==> config.mk <==
export PLATFORM = sky130hd
export DESIGN_NAME = grid_ram_arbiter
export DESIGN_NICKNAME = d
export VERILOG_FILES = /design/src/rtl/grid_ram_arbiter.sv
export SDC_FILE = /design/constraint.sdc
export NUM_CORES = 1
export LEC_CHECK = 0
export ABC_CLOCK_PERIOD_IN_PS = 1600
export CAP_MARGIN = 30
export CORE_MARGIN = 1
export CORE_UTILIZATION = 36
export CTS_CLUSTER_DIAMETER = 80
export CTS_CLUSTER_SIZE = 25
export DETAILED_ROUTE_END_ITERATION = 7
export PLACE_DENSITY = 0.68
export SLEW_MARGIN = 20
export SYNTH_ARGS = -nofsm -noshare
export SYNTH_HDL_FRONTEND = slang
export SYNTH_SLANG_ARGS = --single-unit
==> constraint.sdc <==
create_clock -name clk -period 1.6 [get_ports clk]
set_clock_uncertainty 0.05 [all_clocks]
set_input_delay 0.24 -clock clk [delete_from_list [all_inputs] [get_ports clk]]
set_output_delay 0.24 -clock clk [all_outputs]
set_load 0.005 [all_outputs]
==> src/rtl/grid_ram_arbiter.sv <==
// Occupancy-grid RAM arbiter: video reads, game read/write/claim, round clear.
// GRID_BORDER_WALL_EN makes the clear paint the playfield border as wall.
module grid_ram_arbiter #(
  parameter int GRID_W = 64,
  parameter int GRID_H = 48,
  parameter int DATA_W = 2,
  parameter int ADDR_W = 12
) (
  input  logic              clk,
  input  logic              rst,
  input  logic              vid_req,
  input  logic [6:0]        vid_x,
  input  logic [5:0]        vid_y,
  output logic              vid_valid,
  output logic [DATA_W-1:0] vid_data,
  input  logic              game_req,
  input  logic [1:0]        game_op,
  input  logic [6:0]        game_x,
  input  logic [5:0]        game_y,
  input  logic [DATA_W-1:0] game_wdata,
  output logic              game_ack,
  output logic [DATA_W-1:0] game_rdata,
  input  logic              clr_start,
  output logic              clr_busy,
  output logic              clr_done,
  output logic [ADDR_W-1:0] mem_addr,
  output logic              mem_we,
  output logic [DATA_W-1:0] mem_wdata,
  input  logic [DATA_W-1:0] mem_rdata
);

  typedef enum logic [2:0] {
    IDLE,
    RD,
    CLAIM_RD,
    CLAIM_EVAL,
    CLAIM_WR,
    WR,
    CLEAR
  } state_t;

  localparam logic [ADDR_W-1:0] LAST =
    ADDR_W'(GRID_W * GRID_H - 1);
  localparam logic [DATA_W-1:0] WALL = DATA_W'(3);

  state_t state, state_n;
  logic [ADDR_W-1:0] cnt, cnt_n;
  logic ack_q, ack_n;
  logic ack_mem, ack_mem_n;
  logic done_q, done_n;
  logic vvalid;
  logic [DATA_W-1:0] rdata_q, rdata_n;
  logic [ADDR_W-1:0] addr_n;
  logic we_n;
  logic [DATA_W-1:0] wdata_n;
  logic [ADDR_W-1:0] vaddr, gaddr;
  logic in_range, free;
  logic [DATA_W-1:0] clr_val;

  assign vaddr = ADDR_W'(vid_y) * ADDR_W'(GRID_W)
               + ADDR_W'(vid_x);
  assign gaddr = ADDR_W'(game_y) * ADDR_W'(GRID_W)
               + ADDR_W'(game_x);
  assign in_range = (int'(game_x) < GRID_W)
                 && (int'(game_y) < GRID_H);
  assign free = !vid_req;

`ifdef GRID_BORDER_WALL_EN
  logic [ADDR_W-1:0] cx, cy;
  assign cx = cnt % ADDR_W'(GRID_W);
  assign cy = cnt / ADDR_W'(GRID_W);
  assign clr_val =
    (cx == '0 || cx == ADDR_W'(GRID_W - 1) ||
     cy == '0 || cy == ADDR_W'(GRID_H - 1))
    ? WALL : '0;
`else
  assign clr_val = '0;
`endif

  always_comb begin
    state_n   = state;
    cnt_n     = cnt;
    ack_n     = 1'b0;
    ack_mem_n = 1'b0;
    done_n    = 1'b0;
    rdata_n   = rdata_q;
    addr_n    = vaddr;
    we_n      = 1'b0;
    wdata_n   = '0;
    unique case (state)
      IDLE: begin
        if (clr_start) begin
          state_n = CLEAR;
          cnt_n   = '0;
        end else if (game_req && !ack_q) begin
          if (!in_range) begin
            ack_n   = 1'b1;
            rdata_n = WALL;
          end else begin
            unique case (game_op)
              2'b01:   state_n = WR;
              2'b10:   state_n = CLAIM_RD;
              default: state_n = RD;
            endcase
          end
        end
      end
      RD: if (free) begin
        addr_n    = gaddr;
        ack_n     = 1'b1;
        ack_mem_n = 1'b1;
        state_n   = IDLE;
      end
      WR: if (free) begin
        addr_n  = gaddr;
        we_n    = 1'b1;
        wdata_n = game_wdata;
        ack_n   = 1'b1;
        state_n = IDLE;
      end
      CLAIM_RD: if (free) begin
        addr_n  = gaddr;
        state_n = CLAIM_EVAL;
      end
      CLAIM_EVAL: begin
        if (mem_rdata == '0) begin
          state_n = CLAIM_WR;
        end else begin
          ack_n   = 1'b1;
          rdata_n = mem_rdata;
          state_n = IDLE;
        end
      end
      CLAIM_WR: if (free) begin
        addr_n  = gaddr;
        we_n    = 1'b1;
        wdata_n = game_wdata;
        ack_n   = 1'b1;
        rdata_n = '0;
        state_n = IDLE;
      end
      CLEAR: if (free) begin
        addr_n  = cnt;
        we_n    = 1'b1;
        wdata_n = clr_val;
        if (cnt == LAST) begin
          cnt_n   = '0;
          done_n  = 1'b1;
          state_n = IDLE;
        end else begin
          cnt_n = cnt + 1'b1;
        end
      end
      default: state_n = IDLE;
    endcase
  end

  always_ff @(posedge clk) begin
    if (rst) begin
      state   <= IDLE;
      cnt     <= '0;
      ack_q   <= 1'b0;
      ack_mem <= 1'b0;
      done_q  <= 1'b0;
      rdata_q <= '0;
      vvalid  <= 1'b0;
    end else begin
      state   <= state_n;
      cnt     <= cnt_n;
      ack_q   <= ack_n;
      ack_mem <= ack_mem_n;
      done_q  <= done_n;
      rdata_q <= rdata_n;
      vvalid  <= vid_req;
    end
  end

  // RAM pins are forced idle while reset is held so an aborted op never writes
  assign mem_addr  = rst ? '0 : addr_n;
  assign mem_we    = rst ? 1'b0 : we_n;
  assign mem_wdata = rst ? '0 : wdata_n;

  assign vid_valid  = vvalid;
  assign vid_data   = vvalid ? mem_rdata : '0;
  assign game_ack   = ack_q;
  assign game_rdata = ack_mem ? mem_rdata : rdata_q;
  assign clr_busy   = (state == CLEAR);
  assign clr_done   = done_q;

endmodule

# Word-level counts from Yosys, hierarchy flattened
# Index checks and enable logic that the tools add are counted.
# classes
n_mux	38
reduce_logical	16
n_eq_ne	21
n_bitwise	2
order_cmp	2
add_sub_neg	3
# ops
op	count
12-bit two-way mux	6
12-bit case mux with 2 select lines	2
12-bit by 7-bit adder with 12-bit output	2
3-bit two-way mux	8
2-bit two-way mux	10
2-bit != test, second input constant	9
3-bit case mux with 5 select lines	1
12-bit by 1-bit adder with 12-bit output, second input constant	1
12-bit == test, second input constant	1
6-bit AND reduction	2
3-bit == test, second input constant	3
3-bit OR reduction	3
1-bit two-way mux	8
7-bit < comparator, second input constant	1
3-bit by 2-bit == test with 1-bit output, second input constant	2
6-bit < comparator, second input constant	1
3-bit != test, second input constant	2
2-bit case mux with 3 select lines	1
3-bit case mux with 2 select lines	1
2-bit OR reduction	2
4-bit OR reduction	1
3-bit by 1-bit == test with 1-bit output, second input constant	1
3-bit zero test	1
1-bit case mux with 3 select lines	1
other kinds (10)	12
# word_totals
output_inout_bits	23
inputBits	37
wordCells	89
register_bits	21

# Depth between registers and ports, before layout
# Gate-level depths: netlist (run 1).
# logic_depth
ltp_word	6
depth_mapped	7
depth_no_buf	7

# Worst setup path after synthesis (run 1)
# Ideal clock, no wire load.
# synth_timing
path_type	flip-flop to output port
startpoint	reg state[0]
endpoint	out mem_addr[8]
required_time_ps	1310
n_path_buf	2
path_slack_ps	-176
t_arrival_ps	1486
path_stages_with_launch	6
cell_sequence	dfxtp_1 -> buf_2 -> nand2_1 -> or3b_2 -> clkbuf_1 -> a221oi_1
# synth_between
elab_chain_cells	4
# synth_rtl
item	line	text
from (decl)	46	state_t state, state_n;
from (signal assigned)	168	state <= state_n;
3-bit == test, or another cell as far along	90	unique case (state)
4-bit OR reduction (no source line)	-	
12-bit case mux with 2 select lines *	90	
12-bit two-way mux *	179	assign mem_addr = rst ? '0 : addr_n;
to (decl)	26	output logic [ADDR_W-1:0] mem_addr,
# Mark *: on every way between the ends. The rest lies on a longest branch, timed or not.

# Worst setup path in the final report (run 1)
# layout_timing
startpoint	reg state[0]
endpoint	out mem_addr[10]
# The elaborated chain is that of the path after synthesis.

==> flow_summary.yaml, run 1 <==
synthesis:
  synth_top_cell_by_area: "dfxtp_1"
  ys.warnings.count: 0
  main_area_contributors_after_synthesis: "dfxtp_1, mux2_2, nor2_1"
  synth_seq_cells: 21
  synth_nets: 271
  syn_inst: 229
  ys_types: 47
  ys_dominant_reg_cell: "dfxtp_1"
  synth_sequential_area_ratio_pct: 23.60
  netlist_area_mm2: 0.001782
  post_synthesis_average_cell_area_um2: 7.780
  post-synth-top-area-fraction_pct: 23.60
  synth_enable_flop_cells: 0
  synthArstFlopShare_pct: 0
sta:
  final-setup-viol-count: 34
  slew-limit-headroom_pct: 71.99
  max_slew.worst_pin.slew_ps: 417.0
  rsz0062_at_grt: "true"
  hold_ws_ps: 444.7
  final_hold_viol_count: 0
  final_critical_path_setup_slack_ps: -588.4
  achievable-frequency_mhz: 457.0
  layout_min_cycle_time_ps: 2188
  layout_worst_path_cycle_share_pct: 136.8
  final-max-slew-violation-count: 0
global_routing:
  antenna_found_initial: 0
  grt_start_max_net_pins: 21
  via_count_of_the_first_global_routing_pass: 2328
  grt_overflow: 0
  first_pass_grt_wire_length_mm: 10.91
  track_usage_pct: 26.58
floorplan:
  die_area_mm2: 0.005235
  floorplan.initialDensity_pct: 37.47
  dieWidth_um: 72.35
  core_mm2: 0.004755
  ports: 60
  core.rowCount: 25
  die_h_um: 72.35
power:
  net-switching-power_mw: 1.797
  switching_share_pct: 40.09
  seq_power_share_pct: 16.4
  max-vdd-ir-drop_mv: 0.6662
  power.combinational.fraction_pct: 75.3
  leakagePower_nw: 1.553
  clock_power_share_pct: 8.3
  power_internal_mw: 2.686
  powerDensity_mw_per_mm2: 1252
status:
  violated_checks: "setup timing"
  status: "finished with violations"
cts:
  cts_buffers: 3
  clk_latency_ps: 270
  max_root_sink_buffers: 2
  cts.root.buffer_cell: "clkbuf_8"
  tritoncts: "built"
  total_number_of_clock_tree_sinks: 21
  count_of_hold_fix_buffers_inserted_at_cts: 0
  worst_setup_hold_path_clk_slew_ps: 90
  cts_htree_levels: 1
place:
  place.port_buffers: 59
  dp_hpwl_mm: 4.510
  dp_slack_ps: -1049
  finalWeightedCongestion: 0.8521
drt:
  ant_nets: 0
  drt_pass1_iterations: 5
  drcViolationCount: 0
  drt_first_iter_violations: 182
  wire_per_inst_um: 17.29
  viasPerCell: 5.376
  routed_wl_mm: 7.780
  route.vias.total: 2419
hold_path:
  hold_class: "register to register"
  worstHoldStart: "rdata_q[0]"
worst_setup_path:
  path_class: "register to output pin"
  setup.worst_path.start_class: "register"
  worst_ep_arrival_time_ps: 1900
  worstPathRequired_ps: 1310
  crit-reg2reg-launch: "state[0]"
  timing.critical_path.from: "state[0]"
  crit_path_max_fanout: 6
  category_of_the_worst_setup_path_capture_point: "output pin"
  path_common_cell: "buf_6"
  cp_slowest_cell: "or3b_4"
  delay_contributed_by_the_slowest_stage_of_the_critical_path_ps: 430
  worstPathCellList: "buf_6, nand2_4, or3b_4, buf_6, buf_6, a21oi_2, o21a_1, buf_2"
cells_and_area:
  finalNetCount: 426
  num_antenna_cells: 0
  growth_of_design_area_from_synthesis_to_finish_pct: 100.9
  layout-drive-gt1-share_pct: 50.91
job:
  max_cap_violations: 0
## what timing repair did
item,in CTS,in global routing
setup endpoints to repair,38,35
setup buffers,25,12
resized for setup,132,35
hold endpoints to repair,0,0
pin swaps,32,15
## sequential cells by signal, summed over array words and instances, names as in the netlist
signal / flops
clr_done: 1
rdata_q: 2
ack_mem: 1
vid_valid: 1
cnt: 12
state: 3
game_ack: 1
## path summary, 6_finish.rpt
path | endpoint | slack, ps | depth (start not counted)
setup / recovery | mem_addr[10] | -590 | 8
hold / removal | rdata_q[0] | 440 | 2
setup reg to reg | state[1] | -580 | 10
hold reg to reg | rdata_q[0] | 440 | 2
## cell type report
cell class                      instances  area, um2
Clock buffer                            4      45.04
Timing Repair Buffer                  163       1413
Inverter                                7      26.28
Multi-Input combinational cell        188       1578
Fill cell                             330       1175
Tap cell                               67      83.83
Sequential cell                        21      434.2
## cell families after synthesis
kind of cell / synth area share (%)
AOI/OAI and AO/OA: 21.14
and+or+nand+nor: 26.54
adders and majority gates: 3.511
muxes: 10.53
DFF: 23.60
buffers and inverters: 4.846
xor gates and xnor gates: 9.832
## power groups by stage
| stage | registers (mW) | clock network (mW) | logic, mW |
|---|---|---|---|
| 6_report | 0.734 | 0.372 | 3.38 |
| 5_1_grt | 0.740 | 0.394 | 3.56 |
| 4_1_cts | 0.723 | 0.370 | 2.80 |
| 3_5_place_dp | 0.717 | 0 | 2.23 |
| 3_3_place_gp | 0.713 | 0 | 2.19 |
| 2_1_floorplan | 0.678 | 0 | 1.25 |
## placed cells by master (no fill, tap or decap), drive strengths merged, types with 9 or more instances in the layout
cell           count
mux2              14
nor3               9
clkdlybuf4s50     30
xnor2              9
nor2              28
xor2              11
o21ai             11
buf              120
a21oi             12
dlygate4sd2       11
dfxtp             21
nand2             14
## synthesized netlist by cell type (3+ instances only)
cell      count
nor3_1        9
inv_1         7
dfxtp_1      21
clkbuf_1      6
buf_2         6
a22oi_1       6
mux2i_1       3
and2_1        4
mux2_2       14
a221oi_1      3
a21oi_1      12
nand2b_1      4
and3_1        4
a222oi_1      3
xnor2_1       9
nor2_1       28
xor2_1       11
a211oi_1      3
nor2b_1       8
ha_1          5
nand3_1       6
nand2_1      14
or2_2         3
o21ai_0      11
## through the flow
stage          setup TNS (ps)  power [mW]  instance area [um2]  std cells  utilization [%]
3_5_place_dp           -18940       2.942                 2980        411            62.68
4_1_cts                 -7624       3.890                 3351        439            70.47
3_3_place_gp           -18000       2.899                 2980        411            62.68
6_report               -15760       4.483                 3580        450            75.29
5_1_grt                -16970       4.692                 3580        450            75.29
2_1_floorplan               0       1.929                 1851        229                -
## worst max-delay path: cells and delay by family (launching register included)
family	cells	cell delay (ps)
flops	1	380
compound gates	2	250
buf+inv	4	510
simple gates	2	480
## layer usage
| metal | global-route usage, % | vias up | part of all wire [%] |
|---|---|---|---|
| met4 | 6.754 | 0 | 2.1 |
| met1 | 32.21 | 1173 | 41 |
| met2 | 48.60 | 91 | 52 |
| met3 | 4.167 | 14 | 5.2 |
| met5 | 0 | - | 0 |
| li1 | - | 1141 | - |
Note: power is estimated with default switching activity, not from simulation.
==> run 2, diff against run 1 <==
--- a/config.mk
+++ b/config.mk
@@ -7,12 +7,16 @@
 export LEC_CHECK = 0
 export ABC_CLOCK_PERIOD_IN_PS = 1600
 export CAP_MARGIN = 30
+export CELL_PAD_IN_SITES_DETAIL_PLACEMENT = 0
+export CELL_PAD_IN_SITES_GLOBAL_PLACEMENT = 1
 export CORE_MARGIN = 1
 export CORE_UTILIZATION = 36
 export CTS_CLUSTER_DIAMETER = 80
 export CTS_CLUSTER_SIZE = 25
 export DETAILED_ROUTE_END_ITERATION = 7
-export PLACE_DENSITY = 0.68
+export DONT_BUFFER_PORTS = 1
+export PLACE_DENSITY_LB_ADDON = 0.1
+export REMOVE_ABC_BUFFERS = 1
 export SLEW_MARGIN = 20
 export SYNTH_ARGS = -nofsm -noshare
 export SYNTH_HDL_FRONTEND = slang
==> run 2 against run 1 <==
Against the previous run: the flow still finishes with violations (setup timing); die area stayed put; clock-buffer cell count is 1 lower; core utilization is 21 points lower; largest cell class unchanged.
==> flow_summary.yaml, run 2 (synthesis gave the netlist of run 1 again) <==
cells_and_area:
  regMostFlops: "cnt"
  largestRegisters: "cnt: 12 flops, state: 3 flops, rdata_q: 2 flops"
  growth_of_design_area_from_synthesis_to_finish_pct: 46.07
  largest_register_ffs: 12
  number_of_filler_cells_placed_in_the_layout: 431
  finalNetCount: 321
  most_common_library_cell_in_the_layout_ignoring_fill_and_taps: "buf_4"
  final_cell_mix: "buf_4, nor2_1, dfxtp_1, nand2_1, buf_6"
  postLayoutCellArea_mm2: 0.002603
  finalCoreUtilization_pct: 54.74
  layout-drive-gt1-share_pct: 44.96
  num_antenna_cells: 0
place:
  place.port_buffers: 0
  finalWeightedCongestion: 0.8165
  placed_cell_area_mm2: 0.002171
  dp_hpwl_mm: 4.131
worst_setup_path:
  crit_path_max_fanout: 7
  category_of_the_worst_setup_path_capture_point: "output pin"
  worstPathCellList: "nand2_1, or3b_4, a221oi_2, buf_4"
  setup.worst_path.start_class: "register"
  cp_slowest_cell: "or3b_4"
  worst_ep_arrival_time_ps: 1610
  path_class: "register to output pin"
  delay_contributed_by_the_slowest_stage_of_the_critical_path_ps: 450
  worstPathRequired_ps: 1310
global_routing:
  via_count_of_the_first_global_routing_pass: 1930
  antenna_found_initial: 0
  track_usage_pct: 22.37
  grt_start_max_net_pins: 24
  grt_overflow: 0
  first_pass_grt_wire_length_mm: 9.128
cts:
  worst_setup_hold_path_clk_slew_ps: 80
  cts.root.buffer_cell: "clkbuf_8"
  total_number_of_clock_tree_sinks: 21
  clk_latency_ps: 270
  cts_htree_levels: 1
  max_root_sink_buffers: 2
  cts_buffers: 3
  tritoncts: "built"
floorplan:
  floorplan.initialDensity_pct: 37.47
  die_area_mm2: 0.005235
  core_mm2: 0.004755
  die_h_um: 72.35
  ports: 60
  core.rowCount: 25
  dieWidth_um: 72.35
drt:
  drcViolationCount: 0
  detailroute.wirelength.met2_mm: 3.140
  ant_nets: 0
  topRoutingLayerUsed: "met4"
  drt_first_iter_violations: 129
  drt_pass1_iterations: 4
  routedLengthMet1_mm: 2.419
  route.vias.total: 1920
  routed_wl_mm: 5.786
  dr_wl_met3_um: 200
  viasPerCell: 5.565
  wire_per_inst_um: 16.77
sta:
  final_hold_viol_count: 0
  achievable-frequency_mhz: 526.6
  final-max-slew-violation-count: 0
  rsz0062_at_grt: "true"
  layout_min_cycle_time_ps: 1899
  fin_setup_tns_ps: -4432
  hold_ws_ps: 23.77
  slew-limit-headroom_pct: 80.75
  max_slew.worst_pin.slew_ps: 285.1
  layout_worst_path_cycle_share_pct: 118.7
  final_critical_path_setup_slack_ps: -298.8
  final-setup-viol-count: 30
power:
  powerDensity_mw_per_mm2: 1395
  total_power_mw: 3.630
  max-vdd-ir-drop_mv: 0.7744
  leakagePower_nw: 0.9955
status:
  violated_checks: "setup timing"
  status: "finished with violations"
hold_path:
  hold_class: "input port to register"
job:
  max_cap_violations: 0
run 2: cell count changes in the layout (fill, tap and decap cells not counted), moves of 4 or more:
cell,change
buf_2,-15
buf_4,-38
buf_6,-8
clkdlybuf4s50_1,-30
dlygate4sd2_1,-11
nor2_1,-4
run 2: worst paths after layout:
path / from / to / slack (ps) / depth (start not counted)
worst max-delay path: state[1] / mem_addr[8] / -300 / 4
worst min-delay path: rst / state[0] / 20 / 1
worst max register to register: state[0] / cnt[11] / -140 / 8
worst min register to register: rdata_q[1] / rdata_q[1] / 440 / 2
run 2: stage by stage:
| stage | setup WS, ps | cells |
|---|---|---|
| finish | -298.8 | 345 |
| floorplan | -798.6 | 216 |
| CTS | -271.5 | 345 |
| global placement | -175.8 | 330 |
| global route | -337.7 | 345 |
| detailed placement | -248.5 | 330 |
run 2: area by class of cell:
| class | count | area (um2) | share of cell area, % |
|---|---|---|---|
| Inverter | 7 | 26.28 | 1.010 |
| Sequential cell | 21 | 432.9 | 16.63 |
| Clock buffer | 3 | 41.29 | 1.587 |
| Clock inverter | 1 | 5.005 | 0.1923 |
| Multi-Input combinational cell | 188 | 1503 | 57.74 |
| Tap cell | 67 | 83.83 | 3.221 |
| Timing Repair Buffer | 58 | 510.5 | 19.62 |
run 2: critical path, delay by kind of cell, from the launching register on:
family,cells,cell delay (ps)
compound gates,1,280
flops,1,370
buf+inv,1,150
simple gates,2,540
run 2: power breakdown:
group,total (mW),internal [mW],switching (mW)
logic,2.56,1.37,1.19
registers,0.708,0.622,0.0858
clock network,0.360,0.174,0.186
run 2: what timing repair did:
item                       CTS  global route
setup endpoints to repair   30            34
pin swaps                   18             9
hold buffers                 1             0
resized for setup           59            19
hold endpoints to repair     5             0
gates cloned                 0             1
setup buffers               10             0
run 2: metal layers:
metal  up-vias  global-route usage, %
met5         -                      0
met4         0                  3.486
met3         2                  4.444
met2        36                  42.26
met1       955                  26.26
li1        927                      -
==> run 3, diff against run 2 <==
--- a/config.mk
+++ b/config.mk
@@ -5,16 +5,18 @@
 export SDC_FILE = /design/constraint.sdc
 export NUM_CORES = 1
 export LEC_CHECK = 0
-export ABC_CLOCK_PERIOD_IN_PS = 1600
+export ABC_CLOCK_PERIOD_IN_PS = 2200
 export CAP_MARGIN = 30
 export CELL_PAD_IN_SITES_DETAIL_PLACEMENT = 0
 export CELL_PAD_IN_SITES_GLOBAL_PLACEMENT = 1
 export CORE_MARGIN = 1
 export CORE_UTILIZATION = 36
+export CTS_BUF_LIST = sky130_fd_sc_hd__clkbuf_4
 export CTS_CLUSTER_DIAMETER = 80
 export CTS_CLUSTER_SIZE = 25
 export DETAILED_ROUTE_END_ITERATION = 7
 export DONT_BUFFER_PORTS = 1
+export GPL_TIMING_DRIVEN = 0
 export PLACE_DENSITY_LB_ADDON = 0.1
 export REMOVE_ABC_BUFFERS = 1
 export SLEW_MARGIN = 20
==> constraint.sdc (replaced) <==
create_clock -name clk -period 2.2 [get_ports clk]
set_clock_uncertainty 0.05 [all_clocks]
set_input_delay 0.33 -clock clk [delete_from_list [all_inputs] [get_ports clk]]
set_output_delay 0.33 -clock clk [all_outputs]
set_load 0.005 [all_outputs]
==> run 3 against run 2 <==
Against the previous run: the flow now finishes without violations; non-clock buffer count fell by 53; via count fell by 12%; sequential share of layout area rose by 5.6 points; clock power fell by 47%; flip-flop and latch count did not move.
==> flow_summary.yaml, run 3 (synthesis gave the netlist of run 1 again) <==
drt:
  drt_first_iter_violations: 165
  drt_pass1_iterations: 4
  wire_per_inst_um: 16.71
  viasPerCell: 5.798
  routed_wl_mm: 4.879
  drcViolationCount: 0
  route.vias.total: 1693
  ant_nets: 0
global_routing:
  antenna_found_initial: 0
  grt_start_max_net_pins: 28
  via_count_of_the_first_global_routing_pass: 1663
  grt_overflow: 0
  first_pass_grt_wire_length_mm: 8.073
  track_usage_pct: 19.66
cells_and_area:
  post_layout_instance_count_excluding_filler_cells: 292
  largest_register_ffs: 12
  growth_of_design_area_from_synthesis_to_finish_pct: 8.848
  finalCoreUtilization_pct: 40.79
  finalNetCount: 268
  postLayoutCellArea_mm2: 0.001939
  regMostFlops: "cnt"
  layout-drive-gt1-share_pct: 18.22
  num_antenna_cells: 0
  number_of_filler_cells_placed_in_the_layout: 514
  most_common_library_cell_in_the_layout_ignoring_fill_and_taps: "nor2_1"
  largestRegisters: "cnt: 12 flops, state: 3 flops, rdata_q: 2 flops"
  final_cell_mix: "nor2_1, dfxtp_1, mux2_2, nand2_1, a21oi_1"
cts:
  tritoncts: "built"
  worst_setup_hold_path_clk_slew_ps: 120
  cts_buffers: 3
  count_of_hold_fix_buffers_inserted_at_cts: 0
  total_number_of_clock_tree_sinks: 21
  clk_latency_ps: 310
  cts_htree_levels: 1
  cts.root.buffer_cell: "clkbuf_4"
  max_root_sink_buffers: 2
sta:
  final-setup-viol-count: 0
  achievable-frequency_mhz: 463.4
  rsz0062_at_grt: "true"
  layout_min_cycle_time_ps: 2158
  layout_worst_path_cycle_share_pct: 98.08
  final_critical_path_setup_slack_ps: 42.27
  final-max-slew-violation-count: 0
  max_slew.worst_pin.slew_ps: 459.0
  slew-limit-headroom_pct: 69.38
  hold_ws_ps: 29.62
  final_hold_viol_count: 0
place:
  dp_slack_ps: -673.7
  placed_cell_area_mm2: 0.001812
  finalWeightedCongestion: 0.8507
  place.port_buffers: 0
  placed_cells: 283
  dp_hpwl_mm: 3.560
power:
  powerDensity_mw_per_mm2: 928.7
  leakagePower_nw: 0.6724
  max-vdd-ir-drop_mv: 0.3861
hold_path:
  hold_class: "input port to register"
worst_setup_path:
  worstPathRequired_ps: 1820
  timing.critical_path.from: "state[1]"
  crit-reg2reg-launch: "cnt[3]"
  worst_ep_arrival_time_ps: 1780
  crit_path_max_fanout: 14
  category_of_the_worst_setup_path_capture_point: "output pin"
  rr_worst_depth: 5
  path_class: "register to output pin"
  setup.worst_path.start_class: "register"
  worst_r2r_endpoint: "cnt[10]"
  r2r_setup_slack_ps: 270
  worst_setup_path_endpoint: "mem_addr[9]"
floorplan:
  die_area_mm2: 0.005235
  core.rowCount: 25
  die_h_um: 72.35
  ports: 60
  core_mm2: 0.004755
  dieWidth_um: 72.35
  floorplan.initialDensity_pct: 37.47
job:
  max_cap_violations: 0
status:
  status: "complete, no violations"
run 3: cell types whose count changed in the layout (fill, tap and decap cells not counted), moves of 4 or more:
cell     delta
buf_4      -36
buf_6      -14
dfxtp_2     -4
nor2_1      +5
o21ai_0     +4
o21ai_1     -4
run 3: per-stage QoR:
step | setup TNS, ps | total power, mW
2_1_floorplan | -2228 | 1.257
3_3_place_gp | -14620 | 1.452
3_5_place_dp | -10440 | 1.467
4_1_cts | 0 | 1.761
5_1_grt | -47.52 | 1.965
6_report | 0 | 1.801
run 3: timing repair:
action                                  CTS  global route
buffers inserted                          2             3
gates resized for setup                  13             4
hold endpoints to repair                  0             0
pin swaps                                 0             1
endpoints found under the setup margin   29            10
run 3: layer usage:
metal | up-vias | routed length, um | GRT usage, %
met1 | 811 | 2077 | 23.75
met2 | 47 | 2486 | 33.85
met4 | 0 | 88 | 7.407
met5 | - | 0 | 0
li1 | 827 | - | -
met3 | 8 | 226 | 4.444
run 3: where the power goes:
part	switching (mW)	total (mW)	leakage, nW	internal [mW]
sequential	0.136	0.591	0.173	0.454
combinational	0.539	1.02	0.482	0.480
clock	0.124	0.192	0.0177	0.0680
run 3: how the worst min path moves through the flow:
| stage | from | depth (start not counted) | to | slack, ps |
|---|---|---|---|---|
| global route | rst | 1 | cnt[6] | 4 |
| global placement | rst | 1 | game_ack | 360 |
| finish | rst | 1 | state[1] | 30 |
| detailed placement | rst | 1 | game_ack | 360 |
| CTS | rst | 1 | cnt[6] | 8 |
| floorplan | rst | 1 | game_ack | 350 |
run 3: final cells by class:
class | count | area [um2] | area share, %
clock inverters | 1 | 5.005 | 0.2581
inverters | 7 | 26.28 | 1.355
clock buffers | 3 | 22.52 | 1.161
repair buffers | 5 | 37.54 | 1.935
well taps | 67 | 83.83 | 4.323
multi-input cells | 188 | 1333 | 68.71
flip-flops and latches | 21 | 431.7 | 22.26
run 3: critical path, cell delays in order, from the launching register on:
cell,delay (ps)
dfxtp_4,430
nand2_2,140
or3b_4,480
a211oi_1,300
a211oi_1,120
